`src/rtl/regfile8_onehot_if.sv`:
```
// Write/read bus between the write-select decoder, the register file and operand fetch.
// The master modport drives writes and read requests. The slave modport (the register file) returns read data and status.
interface regfile8_onehot_if #(
  parameter int WIDTH = 16
);
  logic [7:0]       we_onehot;
  logic [WIDTH-1:0] wr_data;
  logic             rd_en;
  logic [2:0]       rd_addr_a;
  logic [2:0]       rd_addr_b;
  logic [WIDTH-1:0] rd_data_a;
  logic [WIDTH-1:0] rd_data_b;
  logic             err_clr;
  logic             onehot_err;
  logic [7:0]       wr_count;

  modport master (
    output we_onehot, wr_data, rd_en, rd_addr_a, rd_addr_b, err_clr,
    input  rd_data_a, rd_data_b, onehot_err, wr_count
  );

  modport slave (
    input  we_onehot, wr_data, rd_en, rd_addr_a, rd_addr_b, err_clr,
    output rd_data_a, rd_data_b, onehot_err, wr_count
  );
endinterface

```
`src/rtl/regfile8_onehot.sv`:
```
// 8-entry register file with a one-hot write port and two registered read ports; read latency is 1 cycle with write-first bypass.
// There is no backpressure: writes always complete, and rd_en=0 holds the read outputs. A multi-hot write enable sets a sticky error flag.
module regfile8_onehot #(
  parameter int WIDTH   = 16,
  parameter bit R0_ZERO = 1'b0
) (
  input  logic                clk,
  input  logic                rst_n,
  regfile8_onehot_if.slave    bus
);
  logic [WIDTH-1:0] regs [8];
  logic             wr_multi;
  logic             wr_legal;
  logic [WIDTH-1:0] byp_a;
  logic [WIDTH-1:0] byp_b;

  // x & (x-1) clears the lowest set bit, so any remainder means two or more bits were set
  assign wr_multi = (bus.we_onehot & (bus.we_onehot - 8'd1)) != 8'd0;
  assign wr_legal = (bus.we_onehot != 8'd0) && !wr_multi;

  always_comb begin
    byp_a = regs[bus.rd_addr_a];
    if (wr_legal && bus.we_onehot[bus.rd_addr_a]) byp_a = bus.wr_data;
    if (R0_ZERO && bus.rd_addr_a == 3'd0) byp_a = '0;
  end

  always_comb begin
    byp_b = regs[bus.rd_addr_b];
    if (wr_legal && bus.we_onehot[bus.rd_addr_b]) byp_b = bus.wr_data;
    if (R0_ZERO && bus.rd_addr_b == 3'd0) byp_b = '0;
  end

  always_ff @(posedge clk or negedge rst_n) begin
    if (!rst_n) begin
      for (int i = 0; i < 8; i++) regs[i] <= '0;
      bus.rd_data_a  <= '0;
      bus.rd_data_b  <= '0;
      bus.onehot_err <= 1'b0;
      bus.wr_count   <= 8'd0;
    end else begin
      for (int i = 0; i < 8; i++) begin
        if (wr_legal && bus.we_onehot[i] && !(R0_ZERO && i == 0)) regs[i] <= bus.wr_data;
      end
      // a discarded write to a hardwired-zero r0 still counts as committed
      if (wr_legal) bus.wr_count <= bus.wr_count + 8'd1;
      if (bus.rd_en) begin
        bus.rd_data_a <= byp_a;
        bus.rd_data_b <= byp_b;
      end
      if (wr_multi)         bus.onehot_err <= 1'b1;
      else if (bus.err_clr) bus.onehot_err <= 1'b0;
    end
  end
endmodule

```
`src/flat_wrapper.sv`:
```
// flat-port wrapper written by rule: the top's interface ports become plain ports
module regfile8_onehot_flat 
#(
  parameter int WIDTH   = 16,
  parameter bit R0_ZERO = 1'b0
)
  (clk, rst_n, bus_we_onehot, bus_wr_data, bus_rd_en, bus_rd_addr_a, bus_rd_addr_b, bus_err_clr, bus_rd_data_a, bus_rd_data_b, bus_onehot_err, bus_wr_count);
  regfile8_onehot_if #(.WIDTH(WIDTH)) bus_i ();
  input  logic clk;
  input  logic rst_n;
  input wire logic [$bits(bus_i.we_onehot)-1:0] bus_we_onehot;
  input wire logic [$bits(bus_i.wr_data)-1:0] bus_wr_data;
  input wire logic [$bits(bus_i.rd_en)-1:0] bus_rd_en;
  input wire logic [$bits(bus_i.rd_addr_a)-1:0] bus_rd_addr_a;
  input wire logic [$bits(bus_i.rd_addr_b)-1:0] bus_rd_addr_b;
  input wire logic [$bits(bus_i.err_clr)-1:0] bus_err_clr;
  output wire logic [$bits(bus_i.rd_data_a)-1:0] bus_rd_data_a;
  output wire logic [$bits(bus_i.rd_data_b)-1:0] bus_rd_data_b;
  output wire logic [$bits(bus_i.onehot_err)-1:0] bus_onehot_err;
  output wire logic [$bits(bus_i.wr_count)-1:0] bus_wr_count;
  assign bus_i.we_onehot = bus_we_onehot;
  assign bus_i.wr_data = bus_wr_data;
  assign bus_i.rd_en = bus_rd_en;
  assign bus_i.rd_addr_a = bus_rd_addr_a;
  assign bus_i.rd_addr_b = bus_rd_addr_b;
  assign bus_i.err_clr = bus_err_clr;
  assign bus_rd_data_a = bus_i.rd_data_a;
  assign bus_rd_data_b = bus_i.rd_data_b;
  assign bus_onehot_err = bus_i.onehot_err;
  assign bus_wr_count = bus_i.wr_count;
  regfile8_onehot #(.WIDTH(WIDTH), .R0_ZERO(R0_ZERO)) u_core (.clk(clk), .rst_n(rst_n), .bus(bus_i));
endmodule
```
`config.mk`:
```
export PLATFORM = sky130hd
export DESIGN_NAME = regfile8_onehot_flat
export DESIGN_NICKNAME = d
export VERILOG_FILES = /design/src/rtl/regfile8_onehot_if.sv /design/src/rtl/regfile8_onehot.sv /design/src/flat_wrapper.sv
export SDC_FILE = /design/constraint.sdc
export NUM_CORES = 1
export LEC_CHECK = 0
export CAP_MARGIN = 40
export CORE_MARGIN = 1
export CORE_UTILIZATION = 50
export CTS_BUF_LIST = sky130_fd_sc_hd__clkbuf_8
export CTS_CLUSTER_SIZE = 30
export DETAILED_ROUTE_END_ITERATION = 8
export DONT_BUFFER_PORTS = 1
export PLACE_DENSITY = 0.68
export SLEW_MARGIN = 15
export SYNTH_ARGS = -nofsm -noshare
export SYNTH_HDL_FRONTEND = slang
export SYNTH_SLANG_ARGS = --single-unit
```
`constraint.sdc`:
```
create_clock -name clk -period 1.45 [get_ports clk]
set_clock_uncertainty 0.15 [all_clocks]
set_input_delay 0.0725 -clock clk [delete_from_list [all_inputs] [get_ports clk]]
set_output_delay 0.0725 -clock clk [all_outputs]
set_load 0.02 [all_outputs]
```
==> metrics.md <==
| Metric | Value |
|---|---|
| Number of distinct standard cells referenced by the synthesized netlist | 38 |
| Count of boundary I/O pins | 75 |
| Leakage | 4.94 nW |
| Number of flip-flops and latches in the synthesized netlist | about 170 |
| Total of warnings raised by yosys | 0 |
| Effective utilization at floorplan | 51.1% |
| Layout Utilization | 60.9% |
| Total Routing Usage GR | 26.3% |
| Grt ovf | 0 |
| Worst setup path category | flip-flop to flip-flop |
| Layout-stage area growth over the synthesis result | 19.2% |
| WL met1 | 9320 um |
| Fraction of registers with async set or reset after synthesis | 100% |
| Worst setup slack after placement | -0.476 ns |
| Final weighted congestion in routability-driven placement | 0.770 |
| FMAX | 596 MHz |
| Remaining routing DRC violations | 0 |
| Path class of the lowest-slack min-delay path | input port to async pin |
| Skew-Pair Late Insertion Delay | 0.46 ns |
| CP Capture Type | flip-flop |
| Primary FF master, synth | sky130_fd_sc_hd__dfrtp_1 |
| Setup slack of the worst register-to-register path | -0.23 ns |
| Wire length on met2 | 12300 um |
| Failing checks | negative hold slack, negative setup slack |
| Cells after synthesis | 617 |
| Post-detailed-route wirelength per cell | 26.1 um |
| Minimum clock period | 1.68 ns |
| Final Instance Area | 10900 um2 |
| Most instantiated cells after synthesis | sky130_fd_sc_hd__dfrtp_1, sky130_fd_sc_hd__mux2_2, sky130_fd_sc_hd__mux4_2, sky130_fd_sc_hd__nand2_1, sky130_fd_sc_hd__mux2_4 |
| Dominant cells by area after synthesis | sky130_fd_sc_hd__dfrtp_1, sky130_fd_sc_hd__mux4_2, sky130_fd_sc_hd__mux2_2 |
| Initial antenna violation count | 0 |
| R2R depth | 4 |
| Crit Reg-Reg Endpoint | u_core.bus.rd_data_a[6]$_DFFE_PN0P_ |
| Vias after detailed routing | 6069 |
| Ratio of cells with drive above 1 in the final layout | 54.2% |
| Clock Pin Slew Worst Setup and Hold Paths | 0.09 ns |
| Most frequent cell on the critical path | sky130_fd_sc_hd__o311ai_2 |
| Power density over cell area | 1150 nW/um2 |
| Average cell area after synthesis | ~15 um2 |
| Die Area | 18900 um2 |
| Root Buffer | sky130_fd_sc_hd__clkbuf_8 |
| Placed cell area | between 9000 and 10000 um2 |
| Maximum number of pins on one net before global-route repair | 170 |
| Final Hold Vio Count | 200 |
| Tightest Pin Transition | 0.401 ns |
| Count of max-cap constraint violations | 0 |
| Reg2reg start | u_core.regs[6]$_DFFE_PN0P_ |
| Die width | 138 um |
| Height of the die | approximately 140 um |
| Final setup vio count | 32 |
| Uppermost signal routing layer after detailed routing | met4 |
| Startpoint type of the worst setup path | flip-flop |
| Via count of the first global-routing pass | 6392 |
| First-pass GRT wire length | 36100 um |
| Met3 routed WL | 1410 um |
| Most numerous cell in the Yosys netlist | sky130_fd_sc_hd__dfrtp_1 |
| Number of synthesized flops with an enable pin | 0 |
| TritonCTS Buffers | 17 |
| Fraction of the cycle the final worst path needs | 116% |
| Library cell with the largest summed area after synthesis | sky130_fd_sc_hd__dfrtp_1 |
| CP max-delay cell | sky130_fd_sc_hd__mux4_2 |
| Post-synth top area share | 46.0% |
| DR vias/cell | 6.68 |
| Clock tree from TritonCTS | yes |
| Delay contributed by the slowest stage of the critical path | ~0.49 ns |
| Relative max-transition margin | 73.3% |
| Area of the core | 18000 um2 |
| Largest driver fanout on the critical path | 3 |
| Critical Path RT | 1.63 ns |
| Floorplan row count | 49 |
| Total number of H-tree levels | 4 |
| Final count of pins violating max slew | 0 |
| Post-Syn Area | 9190 um2 |
| Crit-path cells | mux4_2, mux2_4, o311ai_2, o311ai_2 |
| Worst endpoint data arrival time | 1.85 ns |
| Number of antenna diodes | 0 |
| Post-synthesis net count | 652 |
| Worst Setup Slack, final | -0.227 ns |
| Violation count after the first detailed-route iteration | 447 |
| Worst slack on hold paths | -0.848 ns |
| Outcome | finished, violations left |
| Worst ir drop on vdd | 774 uV |
| Sequential share of the synthesized area | between 40% and 50% |
| Count of antenna-violating nets left after detailed routing | 0 |
| # clock sinks | 169 |
| Number of iterations in the first detailed-routing pass | 5 |
| # port buffers | 0 |
| Total Routed Length | 23700 um |
| Final setup TNS | -6.13 ns |
| Unrepaired setup endpoints after global routing | yes |
| Clock Path Buffers | 2 |
| Final nets | around 700 |
| Placed wire-length estimate | 13800 um |
## cell type report
type / count / area (um2)
inverter: 2 / 7.51
clock buffer: 18 / 248
fill: 1336 / 7020
sequential: 169 / 4230
tap: 229 / 287
timing repair buffer: 87 / 896
clock inverter: 13 / 105
multi-input combinational: 390 / 5170
## how the worst max path moves through the flow
stage | from | endpoint | slack, ns | depth (start not counted)
after floorplan | bus_we_onehot[2] | u_core.regs[32]$_DFFE_PN0P_ | -0.33 | 6
after global placement | bus_we_onehot[2] | u_core.bus.rd_data_b[11]$_DFFE_PN0P_ | -0.41 | 6
after detailed placement | bus_we_onehot[2] | u_core.bus.rd_data_a[13]$_DFFE_PN0P_ | -0.48 | 6
after CTS | u_core.regs[52]$_DFFE_PN0P_ | u_core.bus.rd_data_b[4]$_DFFE_PN0P_ | -0.23 | 4
after global routing | u_core.regs[57]$_DFFE_PN0P_ | u_core.bus.rd_data_a[9]$_DFFE_PN0P_ | -0.28 | 4
final | u_core.regs[6]$_DFFE_PN0P_ | u_core.bus.rd_data_a[6]$_DFFE_PN0P_ | -0.23 | 4
## metal layers
layer  vias up  global-route usage (%)
met5         -                       0
met4         0                    11.8
met3        52                    5.37
met2       208                    44.4
met1      3276                    32.4
li1       2533                       -
## timing repair
item | CTS | global route
buffers inserted | 4 | 2
pin swaps | 53 | 25
hold buffers | 28 | 1
endpoints found under the hold margin | 330 | 201
endpoints found under the setup margin | 32 | 98
resized for setup | 55 | 17
## worst max-delay path, delay by kind of cell (launching register included)
family	cells	cell delay, ns
mux	2	0.77
flops	1	0.40
compound gates	2	0.23
## cell usage in the layout (no fill, tap or decap), types with 2 or more instances in the layout
cell	instances
sky130_fd_sc_hd__dfrtp_1	169
sky130_fd_sc_hd__mux2_2	88
sky130_fd_sc_hd__mux2_4	71
sky130_fd_sc_hd__mux4_2	68
sky130_fd_sc_hd__nand2_1	51
sky130_fd_sc_hd__buf_4	46
sky130_fd_sc_hd__o311ai_1	29
sky130_fd_sc_hd__o311ai_2	25
sky130_fd_sc_hd__dlygate4sd3_1	24
sky130_fd_sc_hd__clkbuf_8	18
sky130_fd_sc_hd__buf_12	13
sky130_fd_sc_hd__xor2_1	7
sky130_fd_sc_hd__o311ai_4	6
sky130_fd_sc_hd__clkinv_2	6
sky130_fd_sc_hd__nand3b_4	4
sky130_fd_sc_hd__dlymetal6s4s_1	4
sky130_fd_sc_hd__nor4_4	3
sky130_fd_sc_hd__nor2_1	3
sky130_fd_sc_hd__mux2i_4	3
sky130_fd_sc_hd__nand3_1	3
sky130_fd_sc_hd__nor3_2	3
sky130_fd_sc_hd__a21oi_4	2
sky130_fd_sc_hd__nand4b_1	2
sky130_fd_sc_hd__nor4_1	2
sky130_fd_sc_hd__mux2i_1	2
sky130_fd_sc_hd__o31a_1	2
sky130_fd_sc_hd__o31ai_1	2
sky130_fd_sc_hd__inv_1	2
sky130_fd_sc_hd__clkinvlp_4	2
sky130_fd_sc_hd__clkinv_4	2
## power by group
part           total [W]  internal [W]  switching, W
combinational    0.00306       0.00202       0.00104
sequential       0.00641       0.00552      0.000887
clock            0.00313       0.00138       0.00176
## per-stage QoR
step / cells / total power (W)
2_1_floorplan: 617 / 0.00840
3_3_place_gp: 842 / 0.00888
3_5_place_dp: 842 / 0.00904
4_1_cts: 905 / 0.0125
5_1_grt: 908 / 0.0131
6_report: 908 / 0.0126
## flip-flops by register name, summed over array words and instances (netlist names)
signal / cells
u_core.bus.wr_count: 8
u_core.bus.rd_data_b: 16
u_core.regs: 128
u_core.bus.rd_data_a: 16
u_core.bus.onehot_err: 1
## cell families (layout without fill, tap and decap cells)
family	count (synthesis)	count (layout)	synth area share (%)
muxes	232	232	38.5
DFF	169	169	46.0
and+or+nand+nor	78	78	4.67
AOI/OAI and AO/OA	70	70	6.63
buffers and inverters	58	120	3.12
xor gates and xnor gates	8	8	0.763
adders and majority gates	2	2	0.245
(Power assumes the default switching activity.)
